$ cat src/rtl/parity_prefix_stream_pkg.sv
// Shared defaults and elaboration helpers for the parity prefix stream block.
package parity_prefix_stream_pkg;

  localparam int DEF_WIDTH = 32'sd8;
  localparam int DEF_IDX_W = 32'sd8;

  // Number of doubling stages a log-depth prefix network needs to cover w bits.
  function automatic int unsigned prefix_levels(input int unsigned w);
    int unsigned lv;
    lv = 32'd0;
    while ((32'd1 << lv) < w) begin
      lv = lv + 32'd1;
    end
    return lv;
  endfunction

endpackage

$ cat src/rtl/parity_prefix_stream_prefix.sv
// ParityPrefix: combinational XOR prefix scan, prefix[k] = data[0] ^ ... ^ data[k],
// built as a Kogge-Stone style network of log2(p_WIDTH) doubling stages.
module ParityPrefix
  import parity_prefix_stream_pkg::*;
#(
  parameter int p_WIDTH = DEF_WIDTH
) (
  input  logic [p_WIDTH-1:0] data,
  output logic [p_WIDTH-1:0] prefix
);

  localparam int unsigned LEVELS = prefix_levels(p_WIDTH);

  // Stage s folds in the partial result from 2^s positions lower.
  always_comb begin
    prefix = data;
    for (int unsigned s = 0; s < LEVELS; s++) begin
      prefix = prefix ^ (prefix << (32'd1 << s));
    end
  end

endmodule

$ cat src/rtl/parity_prefix_stream.sv
// Streaming running-parity transform with a per-frame carry and a 2-entry skid
// buffer so that o_in_ready comes straight from a register.
module parity_prefix_stream
  import parity_prefix_stream_pkg::*;
#(
  parameter int p_WIDTH = DEF_WIDTH,
  parameter int p_IDX_W = DEF_IDX_W
) (
  input  logic               i_clk,
  input  logic               i_rst,
  input  logic               i_in_valid,
  output logic               o_in_ready,
  input  logic [p_WIDTH-1:0] iwv_in_data,
  input  logic               i_in_last,
  output logic               o_out_valid,
  input  logic               i_out_ready,
  output logic [p_WIDTH-1:0] owv_out_data,
  output logic               o_out_last,
  output logic [p_IDX_W-1:0] owv_out_idx
);

  typedef enum logic [1:0] {
    EMPTY = 2'd0,
    ONE   = 2'd1,
    TWO   = 2'd2
  } state_t;

  state_t             state;
  logic               carry;
  logic [p_IDX_W-1:0] idx;
  logic [p_WIDTH-1:0] skid_data;
  logic               skid_last;
  logic [p_IDX_W-1:0] skid_idx;
  logic [p_WIDTH-1:0] prefix;
  logic [p_WIDTH-1:0] word_data;
  logic               accept;
  logic               consume;

  ParityPrefix #(
    .p_WIDTH(p_WIDTH)
  ) u_prefix (
    .data  (iwv_in_data),
    .prefix(prefix)
  );

  assign accept    = i_in_valid & o_in_ready;
  assign consume   = o_out_valid & i_out_ready;
  // The top bit of the carried word is the parity of everything seen so far.
  assign word_data = prefix ^ {p_WIDTH{carry}};

  // Frame carry/index tracking and the skid FSM with its registered outputs.
  always_ff @(posedge i_clk) begin
    if (i_rst) begin
      state        <= EMPTY;
      carry        <= 1'b0;
      idx          <= '0;
      o_in_ready   <= 1'b1;
      o_out_valid  <= 1'b0;
      owv_out_data <= '0;
      o_out_last   <= 1'b0;
      owv_out_idx  <= '0;
      skid_data    <= '0;
      skid_last    <= 1'b0;
      skid_idx     <= '0;
    end else begin
      if (accept) begin
        if (i_in_last) begin
          carry <= 1'b0;
          idx   <= '0;
        end else begin
          carry <= word_data[p_WIDTH-1];
          idx   <= idx + p_IDX_W'(1);
        end
      end

      case (state)
        EMPTY: begin
          if (accept) begin
            owv_out_data <= word_data;
            o_out_last   <= i_in_last;
            owv_out_idx  <= idx;
            state        <= ONE;
            o_in_ready   <= 1'b1;
            o_out_valid  <= 1'b1;
          end
        end
        ONE: begin
          if (accept && consume) begin
            owv_out_data <= word_data;
            o_out_last   <= i_in_last;
            owv_out_idx  <= idx;
          end else if (accept) begin
            skid_data  <= word_data;
            skid_last  <= i_in_last;
            skid_idx   <= idx;
            state      <= TWO;
            o_in_ready <= 1'b0;
          end else if (consume) begin
            state       <= EMPTY;
            o_out_valid <= 1'b0;
          end
        end
        TWO: begin
          if (consume) begin
            owv_out_data <= skid_data;
            o_out_last   <= skid_last;
            owv_out_idx  <= skid_idx;
            state        <= ONE;
            o_in_ready   <= 1'b1;
          end
        end
        default: begin
          state       <= EMPTY;
          o_in_ready  <= 1'b1;
          o_out_valid <= 1'b0;
        end
      endcase
    end
  end

endmodule

$ cat config.mk
export PLATFORM = sky130hd
export DESIGN_NAME = parity_prefix_stream
export DESIGN_NICKNAME = d
export VERILOG_FILES = /design/src/rtl/parity_prefix_stream_pkg.sv /design/src/rtl/parity_prefix_stream_prefix.sv /design/src/rtl/parity_prefix_stream.sv
export SDC_FILE = /design/constraint.sdc
export NUM_CORES = 1
export LEC_CHECK = 0
export CAP_MARGIN = 15
export CORE_MARGIN = 2
export CORE_UTILIZATION = 45
export CTS_CLUSTER_DIAMETER = 200
export DETAILED_ROUTE_END_ITERATION = 8
export GPL_ROUTABILITY_DRIVEN = 0
export PLACE_DENSITY = 0.68
export SLEW_MARGIN = 20
export SYNTH_ARGS = -nofsm -noshare
export SYNTH_HDL_FRONTEND = slang
export SYNTH_SLANG_ARGS = --single-unit
$ cat constraint.sdc
create_clock -name i_clk -period 4.7 [get_ports i_clk]
set_clock_uncertainty 0.15 [all_clocks]
set_input_delay 1.175 -clock i_clk [delete_from_list [all_inputs] [get_ports i_clk]]
set_output_delay 1.175 -clock i_clk [all_outputs]
set_load 0.01 [all_outputs]
After elaboration in Yosys (flattened, before gate mapping)
Index checks and enable logic that the tools add are counted.
Cells by class
  shifts and indexed selects: 0
  add/sub/neg operators: 1
  $mul: 0
  div/mod/pow operators: 0
  muxes and demuxes: 29
  eq/ne operators: 10
  reductions and logical operators: 8
  magnitude comparators: 0
  bitwise operators: 8
Operators by type and width (number)
  2-to-1 mux 8 bit: 7
  case mux 8 bit (3 select lines): 2
  XOR 8 bit: 4
  inequality test 2 bit (second input constant): 7
  AND reduction 4 bit: 3
  2-to-1 mux 1 bit: 11
  2-to-1 mux 2 bit: 5
  case mux 1 bit (3 select lines): 3
  adder 8 x 1 -> 8 bit (second input constant): 1
  case mux 2 bit (3 select lines): 1
  AND reduction 5 bit: 1
  inequality test 3 bit (second input constant): 1
  AND reduction 3 bit: 1
  nonzero test 3 bit: 1
  bitwise AND 1 bit: 2
  == test 2 x 1 -> 1 bit (second input constant): 1
  == test 2 bit (second input constant): 1
  logical NOT 2 bit: 1
  inverter 1 bit: 2
  logical AND 1 bit: 1
Storage, ports and cells
  bits in read-only memories: 0
  output and inout bits: 19
  bits in latches: 0
  memories kept: 0
  logic and storage cells: 67
  bits in registers: 47
  bits in writable memories: 0

Longest topological paths before layout
  word-level depth: 6
  mapped depth: 6

Hierarchy
A second synthesis with hierarchy kept.
Second synthesis, totals
  cells, all modules: 255
  area, all modules: 2423.6 µm²
Modules (own cells, without submodules)
  parity_prefix_stream: area an instance 2283.4 µm², cells an instance 240, instances 1, sequential area each 940.9 µm²
  ParityPrefix: area an instance 140.1 µm², cells an instance 15, instances 1, sequential area each 0.0 µm²

Worst setup path before layout
No wires, ideal clock.
  path kind: input-to-reg
  from: in iwv_in_data[1]
  to: reg skid_data[7]
  data arrival time: 2.582 ns
  stages: 4
  path slack: 1.906 ns
  data required time: 4.488 ns
  library setup time: 0.062 ns
  buffers on the path: 0
  path through: xnor3_2 xnor3_2 or4_1 nand3_1
Between the ends
  word-level cells in the longest chain between the ends: 4
Ends and longest elaborated chain
  start: declaration: RTL line parity_prefix_stream.sv:13  | input logic [p_WIDTH-1:0] iwv_in_data,
  XOR 8 bit (3 in a row): RTL line parity_prefix_stream_prefix.sv:18  | prefix = prefix ^ (prefix << (32'd1 << s));
  XOR 8 bit: RTL line parity_prefix_stream.sv:49  | assign word_data = prefix ^ {p_WIDTH{carry}};
  end signal: assignment: RTL line parity_prefix_stream.sv:93  | skid_data <= word_data;
  end: declaration: RTL line parity_prefix_stream.sv:31  | logic [p_WIDTH-1:0] skid_data;
Every way passes these cells.
A chain may end at the register's enable or synchronous reset.

Final worst setup path
  from: in i_in_valid
  to: reg owv_out_data[7]
Between the ends
  word-level cells in the longest chain between the ends: 4
Ends and longest elaborated chain
  start: declaration: RTL line parity_prefix_stream.sv:11  | input logic i_in_valid,
  bitwise AND 1 bit (*): RTL line parity_prefix_stream.sv:46  | assign accept = i_in_valid & o_in_ready;
  logical AND 1 bit: RTL line parity_prefix_stream.sv:88  | if (accept && consume) begin
  inequality test 2 bit (no line)
  AND reduction 4 bit (no line) (*)
  end signal: assignment: RTL line parity_prefix_stream.sv:79  | owv_out_data <= word_data;
  end signal: assignment: RTL line parity_prefix_stream.sv:89  | owv_out_data <= word_data;
  end signal: assignment: RTL line parity_prefix_stream.sv:105  | owv_out_data <= skid_data;
  end: declaration: RTL line parity_prefix_stream.sv:17  | output logic [p_WIDTH-1:0] owv_out_data,
Every way passes the cells marked *; elsewhere a longest branch is shown, timed or not.

==> run summary <==
Worst Tran Pin Value: 1.11 ns
Kind of critical path: primary input to flip-flop
Ys async rst share: 0%
GR Overflow Total: 0
Layout area overhead: 21.6%
Met1 GRT Util: 26.2%
RSZ-0062 raised after global routing: no
Fin. max-slew vios: 0
Cells after Synth: 254
Avg Cell Area, Syn: 8.36 um^2
Initial antenna violation count: 0
CTS tree: yes
Mux cell area share after synthesis: 1.41%
Worst-case reg-to-reg path depth: 5
Yosys top cell by area: dfxtp_1
Clk pin slew, worst setup/hold paths: 0.09 ns
Fillers: 432
RR Startpoint: o_in_ready
ANT cells: 0
Synth Area in Simple Gates: 23.9%
Final Power: 0.00105 W
Final net count: 296
Ranking of synthesized cells by area: dfxtp_1 (44%), nand2_1 (10%), a21oi_1 (5.4%)
Remaining antenna violation count after routing: 0
Synth Cell Area: 2120 um^2
Complex-gate fraction of the synthesized area: 16.3%
Power per cell area: 407 nW/um^2
Initial core utilization: 47.8%
Synth top area share: 44.3%
# setup viols final: 0
DR WL/cell: 13.8 um
Total track usage: 19.0%
Status: finished clean
Seq cells post-synth: 47
Mapped Nets: 268
Synth unique cells: 39
Main synth FF type: dfxtp_1
Share of post-route cells with drive strength above 1: 6.71%
Largest net degree at the start of global routing: 23
Detailed Route WL: 4.62 mm
Peak Freq: 0.323 GHz
Worst-path maximum fanout: 17
Clock sinks: 47
Post-DP HPWL: 3.12 mm
Post-route DRC: 0
DR vias/cell: 5.46
Top Ports: 32
Core area: 4440 um^2
Min-delay src: skid_idx[1]
Clock Path Buffers: 2
Cts repair resizes: 0
Rel. slew slack: 25.9%
Pre-antenna DRT Iters: 6
Vias in the first global route: 1631
Critical Path AT: 3.16 ns
Post-synth EDFFs: 0
Nature of the critical path startpoint: primary input
Chip width: 72.7 um
Clock Latency Late Sink: 0.29 ns
Row Count: 24
# Post-CTS Setup Buffers: 0
Post-Route Utilization: 58.1%
CTS Buf Count: 5
Root Driver: clkbuf_8
Leakage: 0.946 nW
Design Area, Final: 2580 um^2
Register area share after synthesis: 44.3%
Worst hold path type: flip-flop to flip-flop
H-tree depth: 2
Met2 Use GR: 29.6%
GR peak layer: met2
CTS Hold Buffers Added: 0
Minimum clock period after layout: 3.10 ns
Synth Area in XOR/XNOR: 10.2%
Adder-cell share of the synthesized area: 0.589%
Worst Hold Slack: 0.309 ns
IO Port Bufs: 31
Hold Crit Depth: 2
Via count: 1828
Crit path launch: i_in_valid
Element type at the critical path end: flip-flop
VDD IR-drop max: 210 uV
CP Data Required Time: 4.76 ns
Main combinational cell family by area after synthesis: simple AND/OR/NAND/NOR gates
Placed inst area: 2480 um^2
Die area: 5290 um^2
DR iter-0 viols: 89
GR Layer Usage met3: 3.59%
MaxCap Viol Count: 0
Synth warn: 0
Final TNS setup: 0 ns
Crit share post-route: 65.9%
Final count of hold timing violations: 0
Height of the die: 72.7 um
First-pass GRT wire length: 7.80 mm
==> Yosys cell counts (all sizes together) (2+ instances only) <==
cell type,number
and3,2
buf,4
a211o,2
nand4,6
xnor3,3
a211oi,6
nand2,58
inv,2
and2,2
o21ai,4
nand3,9
clkbuf,11
dfxtp,47
a311oi,11
nor2,26
nand2b,3
nor3,4
xnor2,7
a21oi,23
xor2,9
mux2i,3
==> worst max-delay path, stage by stage <==
cell and delay, ns:
clkdlybuf4s50_1 0.53, nor4bb_1 0.43, a211o_1 0.41, buf_4 0.29, o21ai_0 0.11, a311oi_1 0.20
==> power breakdown <==
| group | switching, W | internal, W | leakage, nW |
|---|---|---|---|
| Combinational | 0.000156 | 0.000151 | 0.512 |
| Sequential | 0.0000320 | 0.000443 | 0.383 |
| Clock | 0.000135 | 0.000134 | 0.0505 |
==> cell usage in the layout, fill, tap and decap left out, types with 2 or more instances in the layout <==
master,count
xnor3_2,2
and2_1,2
o21ai_0,2
o21ai_1,2
dfxtp_1,47
a211o_1,2
a21oi_1,23
inv_1,2
clkdlybuf4s50_1,31
nor3_1,3
nand2b_1,2
clkbuf_8,7
a311oi_1,11
nor2_1,26
xor2_1,9
xnor2_1,6
mux2i_1,3
nand4_1,6
and3_1,2
buf_4,5
nand3_1,9
a211oi_1,6
nand2_1,58
==> through the flow <==
step / std cells / worst slack [ns]
finish: 335 / 1.60
CTS: 335 / 1.63
global route: 335 / 1.40
detailed placement: 327 / 1.33
global placement: 327 / 1.36
floorplan: 254 / 1.91
==> routing by layer <==
metal  routed length, um  share of wire [%]
met4                  57                1.2
met2                2090                 45
met5                   0                  0
met3                 151                3.3
met1                2330                 50
==> area by class of cell <==
| cell class | count | area [um^2] | area share, % |
|---|---|---|---|
| clock buffer | 7 | 96.3 | 3.73 |
| clock inverter | 1 | 7.51 | 0.291 |
| inverter | 2 | 7.51 | 0.291 |
| multi-input combinational | 190 | 1120 | 43.3 |
| sequential | 47 | 941 | 36.4 |
| tap | 52 | 65.1 | 2.52 |
| timing repair buffer | 36 | 348 | 13.5 |
==> final timing paths <==
check                                  endpoint  slack, ns
worst max-delay path            owv_out_data[7]       1.60
worst min register to register      skid_idx[1]       0.31
worst max register to register  owv_out_data[7]       2.53
worst min-delay path                skid_idx[1]       0.31
==> kinds of logic after synthesis <==
logic type                 after synthesis
and+or+nand+nor                        115
AOI/OAI and AO/OA                       52
xor gates and xnor gates                19
adders and majority gates                1
buffers and inverters                   17
DFF                                     47
muxes                                    3
==> sequential cells by signal (all words and copies together) (netlist names) <==
register,flops
skid_last,1
state,2
idx,8
skid_idx,8
skid_data,8
owv_out_data,8
o_in_ready,1
o_out_valid,1
o_out_last,1
carry,1
owv_out_idx,8
Note: power is estimated with default switching activity, not from simulation.
==> patch (config.mk and constraints unchanged) <==
`DEF_IDX_W`: 32'sd8 -> 32'sd10.
--- a/src/rtl/parity_prefix_stream_pkg.sv
+++ b/src/rtl/parity_prefix_stream_pkg.sv
@@ -2,7 +2,7 @@
 package parity_prefix_stream_pkg;
 
   localparam int DEF_WIDTH = 32'sd8;
-  localparam int DEF_IDX_W = 32'sd8;
+  localparam int DEF_IDX_W = 32'sd10;
 
   // Number of doubling stages a log-depth prefix network needs to cover w bits.
   function automatic int unsigned prefix_levels(input int unsigned w);
Interface: changed (resized owv_out_idx); port bits go from 32 to 34. No check against the original RTL was run, so the function may have changed too.
==> patch against the original RTL <==
- design area grew 9.6%
- routed wire length grew 7.6%
- setup slack better by 140 ps
- sequential cell count is 6 higher
- sequential power increased by 11%
- worst hold slack hardly changed
- area after synthesis increased by 12%
- largest cell class unchanged
- power grew 3.3%
==> patch: results (changes against the original RTL) <==
Global route
  • GRT Total Usage: 17.61% (was 19.01%)
  • Vias in the first global route: 1785 (was 1631)
  • First-pass GRT wire length: 8307 um (was 7803 um)
  • Largest net degree at the start of global routing: 31 (was 23)

Power
  • Worst vdd ir: 0.1819 mV (was 0.2099 mV)
  • Clk power: 250 uW (was 268 uW)
  • Pleak: 0.9808 nW (was 0.9460 nW)
  • NetSw: 331.3 uW (was 322.6 uW)
  • Gate power share: 28.3% (was 29.2%)

Synthesis
  • Adder-cell area share of the yosys netlist: 0.5271% (was 0.5889%)
  • Yosys cell types: 41 (was 39)
  • Synth top area cells: dfxtp_1 (45%), nand2_1 (9.8%), a21oi_1 (5.5%) (was dfxtp_1 (44%), nand2_1 (10%), a21oi_1 (5.4%))
  • Compound-Gate Fraction of Synth Area: 17.45% (was 16.25%)
  • Syn nets: 295 (was 268)
  • Sequential area share after synthesis: 44.70% (was 44.29%)
  • Main flop type after synthesis: dfxtp_1 (unchanged)
  • Post-Synth XOR/XNOR Area: 10.75% (was 10.25%)
  • Multiplexer share of the synthesized area: 0.8434% (was 1.413%)
  • Post-synth top cells: nand2_1 (62), dfxtp_1 (53), nor2_1 (32) (was nand2_1 (58), dfxtp_1 (47), nor2_1 (26))

Setup path
  • R2R Path Start: carry (was o_in_ready)
  • R2R Setup Slk: 2630 ps (was 2530 ps)
  • Crit path DAT: 3020 ps (was 3160 ps)
  • End of the critical path: skid_data[7] (was owv_out_data[7])
  • Max incr delay on CP: 580 ps (was 530 ps)
  • Crit Path Max Fanout: 19 (was 17)
  • Reg2reg end: owv_out_data[4] (was owv_out_data[7])
  • Worst R2R Path Depth: 4 (was 5)
  • CP max stage cell: clkdlybuf4s50_1 (unchanged)

Run status
  • Status: finished, final reports clean (unchanged)

Timing
  • Slew HR: 43.04% (was 25.88%)
  • Final Cycle Share: 63.04% (was 65.94%)

Placement
  • Post-Place Setup Slack: 1429 ps (was 1325 ps)
  • # port buffers: 33 (was 31)
  • Hpwl dp: 3300 um (was 3116 um)

Final layout
  • Share of layout cells above drive strength 1: 4.886% (was 6.714%)
  • Fillers: 489 (was 432)
  • Fin nets: 320 (was 296)

Clock network
  • Clk pin slew, worst setup/hold paths: 90 ps (about the same)
  • CTS H-tree depth: 2 (unchanged)
  • Clock Latency Late Sink: 300 ps

Routing
  • Initial DRC count: 105 (was 89)
  • Total number of vias: 1984 (was 1828)
  • First drt pass iteration count: 4 (was 6)
  • Drt wl/cell: 13.19 um (was 13.80 um)
patch: metal layers:
metal | wire (um) | vias to the layer above | global-route usage (%)
met5 | 0 | - | 0
met2 | 2183 | 42 | 26.90
met1 | 2485 | 910 | 23.92
met3 | 194 | 10 | 3.910
met4 | 110 | 0 | 7.636
li1 | - | 1022 | -
patch: worst min-delay path by stage:
stage / startpoint / slack [ps] / to / cells after the start
after floorplan: skid_data[1] / 290 / skid_data[1] / 2
after global placement: owv_out_data[2] / 290 / owv_out_data[2] / 2
after detailed placement: owv_out_data[0] / 300 / owv_out_data[0] / 2
after CTS: owv_out_data[0] / 310 / owv_out_data[0] / 2
after global routing: owv_out_data[0] / 330 / owv_out_data[0] / 2
final: owv_out_data[0] / 310 / owv_out_data[0] / 2
patch: critical path, delay by kind of cell:
kind                   cells  cell delay (ps)
and+or+nand+nor            2              820
AOI/OAI and AO/OA          1              440
buffers and inverters      1              580
patch: kinds of logic (layout without fill, tap and decap cells):
logic type	Yosys count	count (layout)
DFF	53	53
and+or+nand+nor	124	124
muxes	2	2
AOI/OAI and AO/OA	61	61
adders and majority gates	1	1
buffers and inverters	20	46
xor gates and xnor gates	20	20
patch: area by class of cell:
class,count,share of cell area [%]
Sequential cell,53,37.46
Tap cell,70,3.092
Clock buffer,7,2.694
Multi-Input combinational cell,208,43.90
Inverter,3,0.3975
Clock inverter,1,0.2650
Timing Repair Buffer,35,12.19
patch: stage by stage:
stage | power, mW | hold WS, ps | area (sq um) | instances
after floorplan | 0.7304 | 286.6 | 2374 | 281
after global placement | 0.8444 | 291.3 | 2749 | 369
after detailed placement | 0.8483 | 296.5 | 2749 | 369
after CTS | 1.098 | 309.3 | 2833 | 377
after global routing | 1.148 | 327.5 | 2833 | 377
final | 1.086 | 308.5 | 2833 | 377
